--- config.mk ---
export PLATFORM = sky130hd
export DESIGN_NAME = ncc_peak_tracker
export DESIGN_NICKNAME = d
export VERILOG_FILES = /design/src/rtl/ncc_peak_tracker.sv
export SDC_FILE = /design/constraint.sdc
export NUM_CORES = 1
export LEC_CHECK = 0
export CAP_MARGIN = 20
export CORE_AREA = 2 2 134 136
export CTS_BUF_LIST = sky130_fd_sc_hd__clkbuf_8
export CTS_CLUSTER_DIAMETER = 150
export DETAILED_ROUTE_END_ITERATION = 10
export DIE_AREA = 0 0 136 138
export PLACE_DENSITY = 0.68
export SLEW_MARGIN = 20
export SYNTH_ARGS = -nofsm -noshare
export SYNTH_HDL_FRONTEND = slang
export SYNTH_SLANG_ARGS = --single-unit
--- constraint.sdc ---
create_clock -name clk -period 7.2 [get_ports clk]
set_clock_uncertainty 0.15 [all_clocks]
set_input_delay 1.44 -clock clk [delete_from_list [all_inputs] [get_ports clk]]
set_output_delay 1.44 -clock clk [all_outputs]
set_load 0.03 [all_outputs]
--- src/rtl/ncc_peak_tracker.sv ---
// NCC peak tracker: takes a stream of 16-row accumulator columns, one per search position.
// It reduces each column to a signed score and keeps the best (x,y) over a search window.
// The optional threshold hit counter is built only when NCC_PEAK_THRESH_EN is defined.
module ncc_peak_tracker #(
  parameter int unsigned ACC_W = 8,
  parameter int unsigned ROWS  = 16,
  parameter int unsigned NUM_X = 625,
  parameter int unsigned NUM_Y = 465,
  localparam int unsigned SCORE_W = ACC_W + $clog2(ROWS),
  localparam int unsigned XW      = $clog2(NUM_X),
  localparam int unsigned YW      = $clog2(NUM_Y)
`ifdef NCC_PEAK_THRESH_EN
  ,
  localparam int unsigned HW      = $clog2(NUM_X * NUM_Y + 1)
`endif
) (
  input  logic                      clk,
  input  logic                      rst,
  input  logic                      start,
  input  logic [ROWS*ACC_W-1:0]     acc_in,
  input  logic                      acc_valid,
`ifdef NCC_PEAK_THRESH_EN
  input  logic signed [SCORE_W-1:0] thresh,
  output logic [HW-1:0]             hit_count,
`endif
  output logic                      busy,
  output logic                      done,
  output logic signed [SCORE_W-1:0] best_score,
  output logic [XW-1:0]             best_x,
  output logic [YW-1:0]             best_y
);

  typedef enum logic [1:0] {StIdle, StScan, StFlush, StDone} state_e;

  localparam logic [XW-1:0] XLast = XW'(NUM_X - 1);
  localparam logic [YW-1:0] YLast = YW'(NUM_Y - 1);
  localparam logic signed [SCORE_W-1:0] ScoreMin = {1'b1, {(SCORE_W-1){1'b0}}};

  state_e state_q, state_d;
  logic [XW-1:0] x_q;
  logic [YW-1:0] y_q;
  logic          arm, accept, last_beat;

  logic signed [SCORE_W-1:0] sum;

  logic                      s1_valid_q;
  logic signed [SCORE_W-1:0] s1_score_q;
  logic [XW-1:0]             s1_x_q;
  logic [YW-1:0]             s1_y_q;

  logic signed [SCORE_W-1:0] best_score_q;
  logic [XW-1:0]             best_x_q;
  logic [YW-1:0]             best_y_q;

  assign last_beat = (x_q == XLast) && (y_q == YLast);

  // Next-state logic; arm marks the accepted start, accept marks a tagged beat.
  always_comb begin
    state_d = state_q;
    arm     = 1'b0;
    accept  = 1'b0;
    unique case (state_q)
      StIdle: begin
        if (start) begin
          state_d = StScan;
          arm     = 1'b1;
        end
      end
      StScan: begin
        accept = acc_valid;
        if (acc_valid && last_beat) state_d = StFlush;
      end
      // Only stage 1 holds in-flight data; stage 2 writes the best registers directly.
      StFlush: if (!s1_valid_q) state_d = StDone;
      StDone:  state_d = StIdle;
      default: state_d = StIdle;
    endcase
  end

  assign busy = (state_q == StScan) || (state_q == StFlush);
  assign done = (state_q == StDone);

  // State register and raster position counters; position only moves on accepted beats.
  always_ff @(posedge clk) begin
    if (rst) begin
      state_q <= StIdle;
      x_q     <= '0;
      y_q     <= '0;
    end else begin
      state_q <= state_d;
      if (arm) begin
        x_q <= '0;
        y_q <= '0;
      end else if (accept) begin
        if (x_q == XLast) begin
          x_q <= '0;
          y_q <= y_q + 1'b1;
        end else begin
          x_q <= x_q + 1'b1;
        end
      end
    end
  end

  // Sign-extended sum of all rows; SCORE_W leaves enough headroom that it cannot overflow.
  always_comb begin
    sum = '0;
    for (int r = 0; r < ROWS; r++) begin
      sum = sum + $signed({{(SCORE_W-ACC_W){acc_in[r*ACC_W+ACC_W-1]}},
                           acc_in[r*ACC_W +: ACC_W]});
    end
  end

  // Stage 1: register the score with its position tag.
  always_ff @(posedge clk) begin
    if (rst) begin
      s1_valid_q <= 1'b0;
      s1_score_q <= '0;
      s1_x_q     <= '0;
      s1_y_q     <= '0;
    end else begin
      s1_valid_q <= accept;
      if (accept) begin
        s1_score_q <= sum;
        s1_x_q     <= x_q;
        s1_y_q     <= y_q;
      end
    end
  end

  // Stage 2: strict greater-than keeps the earliest position on ties.
  always_ff @(posedge clk) begin
    if (rst) begin
      best_score_q <= '0;
      best_x_q     <= '0;
      best_y_q     <= '0;
    end else if (arm) begin
      best_score_q <= ScoreMin;
      best_x_q     <= '0;
      best_y_q     <= '0;
    end else if (s1_valid_q && (s1_score_q > best_score_q)) begin
      best_score_q <= s1_score_q;
      best_x_q     <= s1_x_q;
      best_y_q     <= s1_y_q;
    end
  end

  assign best_score = best_score_q;
  assign best_x     = best_x_q;
  assign best_y     = best_y_q;

`ifdef NCC_PEAK_THRESH_EN
  logic [HW-1:0] hit_count_q;

  // Count stage-2 scores at or above the threshold for the current search.
  always_ff @(posedge clk) begin
    if (rst || arm) begin
      hit_count_q <= '0;
    end else if (s1_valid_q && (s1_score_q >= thresh)) begin
      hit_count_q <= hit_count_q + 1'b1;
    end
  end

  assign hit_count = hit_count_q;
`endif

endmodule

Word level (Yosys, flattened, before mapping)
Index checks and enable logic that the tools add are counted.
- equality and inequality tests: 8
- magnitude comparators: 1
- reductions and logical operators: 9
- multiplexer cells: 10
- add/sub/neg operators: 17
- operators with widths (kind ; number):
    $add A12 B8 Y12 ; 11
    $mux W12 ; 2
    $add A11 B8 Y12 ; 1
    $gt A12 B12 Y1 ; 1
    $add A10 B8 Y11 ; 1
    $add A10 B1 Y10 const B ; 1
    $add A9 B8 Y10 ; 1
    $eq A10 B10 Y1 const B ; 1
    $mux W10 ; 1
    $add A8 B8 Y9 ; 1
    $add A9 B1 Y9 const B ; 1
    $eq A9 B9 Y1 const B ; 1
    $pmux W2 S4 ; 1
    $mux W2 ; 3
    $ne A2 B2 Y1 const B ; 3
    $eq A2 B2 Y1 const B ; 2
    $logic_and A1 B1 Y1 ; 3
    $mux W1 ; 3
    $reduce_and A3 Y1 ; 1
    $eq A2 B1 Y1 const B ; 1
    $logic_not A2 Y1 ; 1
    $reduce_and A2 Y1 ; 1
    $reduce_bool A2 Y1 ; 1
    $reduce_or A2 Y1 ; 1
    $logic_or A1 B1 Y1 ; 1
- input port bits: 132
- register bits: 84
- logic and storage cells: 56

Longest topological paths before layout
Gate-level depths: netlist of run 1.
- depth after elaboration: 15
- mapped depth: 19
- gate-level depth less buffers: 19

Least setup slack after synthesis of run 1
Ideal clock, no wire load.
- kind: input port to flip-flop
- start point: input port acc_in[98]
- end point: register s1_score_q[8]
- required time: 6.928 ns
- setup time: 0.122 ns
- setup slack: 0.768 ns
- data arrival time: 6.160 ns
- stages: 17
- cell sequence: fa_1 -> inv_1 -> fa_1 -> inv_1 -> fa_1 -> inv_1 -> fa_1 -> fa_1 -> fa_1 -> inv_1 -> ha_1 -> fa_1 -> a21o_1 -> a211o_1 -> a21oi_1 -> nor4_1 -> a311o_1
- cells in the longest elaborated chain, start to end: 4
- RTL lines (item ; line ; RTL):
    start, declared ; 20 ; input logic [ROWS*ACC_W-1:0] acc_in,
    $add A12 B8 Y12 (4 in series) ; 109 ; sum = sum + $signed({{(SCORE_W-ACC_W){acc_in[r*ACC_W+ACC_W-1]}},
    end signal, assigned ; 124 ; s1_score_q <= sum;
    end, declared ; 47 ; logic signed [SCORE_W-1:0] s1_score_q;
No other way between the ends.
A chain may end at the register's enable or synchronous reset.

Final worst setup path of run 1
- start point: input port acc_in[3]
- end point: register s1_score_q[8]
- cells in the longest elaborated chain, start to end: 15
- RTL lines (item ; line):
    $add A8 B8 Y9 ; 109
    $add A9 B8 Y10 ; 109
    $add A10 B8 Y11 ; 109
    $add A11 B8 Y12 ; 109
    $add A12 B8 Y12 (11 in series) ; 109
No other way between the ends.

==> out/results.tsv, run 1 <==
metric	value	unit
run status	complete, no violations	
Max Fclk	0.149	GHz
total number of H-tree levels	3	
HP Class	reg2reg	
worst skew pair latency	0.36	ns
tightest hold margin	0.307	ns
slew of the pin with the lowest slew margin	0.888	ns
Clock Tree Root	clkbuf_8	
DRT iter0 DRCs	264	
RSZ-0062 raised after global routing	no	
Synth Cell Area	0.00761	mm^2
synth-to-layout area growth	27.6	%
Worst Path Buf+Inv	5	
Std-Cell Rows	49	
global route overflow	0	
Avg Vias per Cell	4.99	
GP Congestion	0.816	
top area cells in the synthesized netlist	fa_1 (32%), dfxtp_1 (22%), inv_1 (10%), ha_1 (6.2%), nand2_1 (4.2%)	
routed len/inst	13.1	um
antenna violations before repair	0	
CP cell instances	clkdlybuf4s50_1 > inv_1 > fa_1 > inv_1 > fa_1 > fa_1 > fa_1 > fa_1 > inv_1 > fa_1 > inv_1 > fa_1 > a21o_1 > a211o_1 > a21oi_1 > nor4_1 > a311o_1	
most common cell after layout, fill and taps aside	inv_1	
post-detail-place hpwl	13.1	mm
num ports	165	
slowest CP cell	fa_1	
crit end category	flop	
clock slew seen by the registers of the worst setup and hold paths	0.08	ns
Routed Antenna Nets	0	
CTS max path bufs	2	
Seq/Total Area, Yosys	22.1	%
Post-synth ARST share	0	%
dominant cell type by area after synthesis	fa_1	
Final Max Tran Viols	0	
Slew HR	40.8	%
most used cell, CP	fa_1	
most frequent cells in the layout	inv_1 (210), clkdlybuf4s50_1 (164), fa_1 (120), nand2_1 (85), dfxtp_1 (84)	
CTS tree	yes	
Core Region	0.0175	mm^2
Distinct cells, synth	48	
DR pass1 iterations	4	
synth warn	0	
Die H	138	um
layout cells sized above 1	2.54	%
maxcap violations	0	
syn_area_per_cell	9.06	um^2
die area	0.0188	mm^2
Post-synth EDFFs	0	
Synth Register Bits	84	
overall die width	136	um
CP required	7.30	ns
Max stage delay on crit path	0.55	ns
most used flip-flop cell after synthesis	dfxtp_1	
Hold Vio Cnt, Final	0	
Syn Inst Count	840	
Arrival @ worst endpoint	6.80	ns
first-pass GRT wire length	29.0	mm
Post-Route WL	15.9	mm
Initial Utilization	43.4	%
post_cts resized	0	
setup tns final	0	ns
TritonCTS Buffers	9	
critical path startpoint category	input pin	
gr usage total	18.6	%
largest net degree at the start of global routing	63	
setup violators final	0	
layout net count	1271	
Antenna diodes	0	
CTS Hold Bufs	0	
Yosys top cell area share	31.6	%
Post-CTS Setup Bufs	0	
Crit Path Category	in2reg	
vias in the first global route	6344	
Syn Nets	1130	
Vias	6068	
fin util	55.4	%
IO Port Bufs	164	
CTS sink cnt	84	
Crit Path Max Fanout	2	
Residual DRC	0	
Final period util	93.1	%
min cycle time layout	6.70	ns
crit-path leading delay family	adder cells	
-- cells by family after synthesis --
group                    after synthesis  synth area share (%)
adder cells (fa/ha/maj)              158                  37.8
flip-flops                            84                  22.1
AO/OA/AOI/OAI                        138                  13.0
multiplexers                           2                 0.263
XOR/XNOR                              21                  2.42
buffers and inverters                249                  12.4
AND/OR/NAND/NOR                      188                  12.1
-- through the flow --
stage | cell area, um^2 | instances | setup slack (ns)
after CTS | 9700 | 1215 | 0.502
after floorplan | 7610 | 840 | 0.768
after detailed placement | 9460 | 1199 | 0.105
after global placement | 9440 | 1198 | 0.148
final | 9710 | 1215 | 0.496
after global routing | 9710 | 1215 | 0.151
-- worst min-delay path: cells and delay by family, from the launching register on --
kind / cells / cell delay, ns
DFF: 1 / 0.31
and+or+nand+nor: 1 / 0.05
AOI/OAI and AO/OA: 1 / 0.05
-- path summary, 6_finish.rpt --
| check | slack [ns] | startpoint | end | cells past startpoint |
|---|---|---|---|---|
| max reg2reg | 4.47 | best_score[11] | best_score[11] | 7 |
| max | 0.50 | acc_in[3] | s1_score_q[8] | 17 |
| min | 0.31 | s1_x_q[9] | s1_x_q[9] | 2 |
| min reg2reg | 0.31 | s1_x_q[9] | s1_x_q[9] | 2 |
-- cell usage after synthesis (9+ instances only) --
cell / number
nor2_1: 23
nand4_1: 24
fa_1: 120
nand2_1: 85
dfxtp_1: 84
o311ai_1: 10
xor2_1: 14
nand3_1: 9
inv_1: 209
clkbuf_1: 32
o21ai_0: 9
o211ai_1: 22
a21oi_1: 40
or3_1: 23
o2111ai_1: 30
ha_1: 38
-- cell type report --
cell class | count | area, um^2
Timing Repair Buffer | 170 | 1710
Fill cell | 1647 | 7820
Clock buffer | 9 | 124
Sequential cell | 84 | 1680
Clock inverter | 7 | 115
Tap cell | 229 | 287
Inverter | 209 | 785
Multi-Input combinational cell | 507 | 5010
-- flip-flops by register name, indices dropped and copies added, names as in the netlist --
signal,flops
x_q,10
s1_x_q,10
s1_valid_q,1
y_q,9
s1_y_q,9
s1_score_q,12
best_y,9
state_q,2
best_score,12
best_x,10
-- per-layer routing --
metal	global-route usage, %	part of all wire, %	routed length, um	vias to the layer above
met5	0	0	0	-
met4	4.22	1.2	197	0
met3	2.38	3.2	514	12
met2	32.1	51	8120	103
met1	24.9	44	7070	2957
li1	-	-	-	2996
Power of run 1 is not shown: default switching activity piles up to over one toggle a cycle in this logic, so the estimate is an artifact.
==> inputs of run 2 (changes only) <==
--- a/config.mk
+++ b/config.mk
@@ -8,7 +8,6 @@
 export CAP_MARGIN = 20
 export CORE_AREA = 2 2 134 136
 export CTS_BUF_LIST = sky130_fd_sc_hd__clkbuf_8
-export CTS_CLUSTER_DIAMETER = 150
 export DETAILED_ROUTE_END_ITERATION = 10
 export DIE_AREA = 0 0 136 138
 export PLACE_DENSITY = 0.68
==> results of run 2 <==
Same layout as run 1: the final DEF is identical, and so are final timing and power.
Power of run 2 is left out for the same reason.
==> inputs of run 3 (changes only) <==
--- a/config.mk
+++ b/config.mk
@@ -6,11 +6,11 @@
 export NUM_CORES = 1
 export LEC_CHECK = 0
 export CAP_MARGIN = 20
-export CORE_AREA = 2 2 134 136
+export CORE_AREA = 2 2 122 124
 export CTS_BUF_LIST = sky130_fd_sc_hd__clkbuf_8
 export DETAILED_ROUTE_END_ITERATION = 10
-export DIE_AREA = 0 0 136 138
-export PLACE_DENSITY = 0.68
+export DIE_AREA = 0 0 124 126
+export PLACE_DENSITY = 0.8
 export SLEW_MARGIN = 20
 export SYNTH_ARGS = -nofsm -noshare
 export SYNTH_HDL_FRONTEND = slang
==> out/results.tsv, run 3 (same netlist as run 1, synthesis figures left out) <==
metric	value	unit
run status	complete, no violations	
min cycle time layout	6.76	ns
GP Congestion	0.829	
worst skew pair latency	0.35	ns
gr usage total	21.9	%
clock slew seen by the registers of the worst setup and hold paths	0.09	ns
CTS sink cnt	84	
RSZ-0062 raised after global routing	no	
post_cts resized	0	
Std-Cell Rows	44	
die area	0.0156	mm^2
Initial Utilization	53.2	%
CP cell instances	clkdlybuf4s50_1 > fa_1 > inv_1 > fa_1 > inv_1 > fa_1 > inv_1 > fa_1 > fa_1 > fa_1 > inv_1 > ha_1 > fa_1 > a21o_1 > a211o_1 > a21oi_1 > nor4_1 > a311o_1	
layout net count	1270	
first-pass GRT wire length	27.8	mm
CTS max path bufs	2	
HP Class	reg2reg	
most used cell, CP	fa_1	
Max Fclk	0.148	GHz
synth-to-layout area growth	26.3	%
crit end category	flop	
num ports	165	
Crit Path Max Fanout	3	
largest net degree at the start of global routing	63	
crit-path leading delay family	adder cells	
critical path startpoint category	input pin	
TritonCTS Buffers	9	
Routed Antenna Nets	0	
slowest CP cell	fa_1	
routed len/inst	13.7	um
post-detail-place hpwl	13.0	mm
most frequent cells in the layout	inv_1 (210), clkdlybuf4s50_1 (164), fa_1 (120), nand2_1 (84), dfxtp_1 (84)	
DRT iter0 DRCs	268	
Avg Vias per Cell	5.22	
Final Max Tran Viols	0	
Max stage delay on crit path	0.55	ns
Finished Cell Area	0.00961	mm^2
Crit Path Category	in2reg	
Post-Route WL	16.0	mm
overall die width	124	um
Cell Area, Placed	0.00937	mm^2
fillcell total	1153	
Pwr Density	531	mW/mm^2
Die H	126	um
Max IR drop VDD	0.805	mV
IO Port Bufs	164	
Antenna diodes	0	
Vias	6108	
Clock Tree Root	clkbuf_8	
CTS tree	yes	
tightest hold margin	0.308	ns
slew of the pin with the lowest slew margin	0.850	ns
maxcap violations	0	
setup tns final	0	ns
Core Region	0.0143	mm^2
DR pass1 iterations	5	
Arrival @ worst endpoint	6.85	ns
Final period util	93.9	%
Residual DRC	0	
Pleak	4.11	nW
most common cell after layout, fill and taps aside	inv_1	
Post-CTS Setup Bufs	0	
antenna violations before repair	0	
CTS Hold Bufs	0	
Worst Path Buf+Inv	5	
Slew HR	43.3	%
setup violators final	0	
layout cells sized above 1	2.54	%
CP required	7.29	ns
total number of H-tree levels	3	
Hold Vio Cnt, Final	0	
global route overflow	0	
vias in the first global route	6324	
run 3: cell types whose count changed in the layout (fill, tap and decap cells not counted), sizes merged:
cell,delta
buf,-1
bufinv,-1
clkbuf,+1
clkinv,+1
inv,-1
run 3: through the flow:
| stage | setup slack [ns] | cells | total power (W) | utilization (%) |
|---|---|---|---|---|
| global route | 0.283 | 1169 | 0.00581 | 67.1 |
| finish | 0.441 | 1169 | 0.00510 | 67.1 |
| floorplan | 0.768 | 840 | 0.00387 | - |
| global placement | 0.125 | 1153 | 0.00461 | 65.5 |
| CTS | 0.449 | 1169 | 0.00509 | 67.1 |
| detailed placement | 0.0676 | 1153 | 0.00469 | 65.5 |
run 3: worst register-to-register path, stage by stage (launching register included):
cell       delay [ns]
dfxtp_1          0.39
inv_1            0.08
ha_1             0.30
and4_1           0.27
nand4_1          0.25
a21oi_2          0.45
buf_4            0.45
o2111ai_1        0.20
o311ai_1         0.14
run 3: power by group:
part           leakage (nW)  switching, W  internal [W]
clock network         0.114      0.000169      0.000205
logic                  3.32       0.00248       0.00173
registers             0.678     0.0000215      0.000491
total                  4.11       0.00267       0.00243
run 3: final cells by class:
| type | count | area, um^2 | area share [%] |
|---|---|---|---|
| clock inverters | 6 | 88.8 | 0.924 |
| repair buffers | 169 | 1680 | 17.5 |
| well taps | 184 | 230 | 2.40 |
| flip-flops and latches | 84 | 1680 | 17.5 |
| inverters | 209 | 785 | 8.16 |
| multi-input cells | 507 | 5010 | 52.1 |
| clock buffers | 10 | 138 | 1.43 |
run 3: path summary, 6_finish.rpt:
kind	start	end	slack [ns]	depth (start not counted)
worst max-delay path	acc_in[98]	s1_score_q[8]	0.44	18
worst min-delay path	s1_x_q[8]	s1_x_q[8]	0.31	2
worst max register to register	best_score[10]	best_score[3]	4.44	8
worst min register to register	s1_x_q[8]	s1_x_q[8]	0.31	2
run 3: routing by layer:
| layer | vias to the layer above | track usage (%) | wire length (um) |
|---|---|---|---|
| li1 | 2992 | - | - |
| met1 | 2935 | 27.7 | 6670 |
| met2 | 158 | 39.2 | 8320 |
| met3 | 23 | 3.80 | 729 |
| met4 | 0 | 4.56 | 254 |
| met5 | - | 0 | 0 |
(Power assumes the default switching activity.)
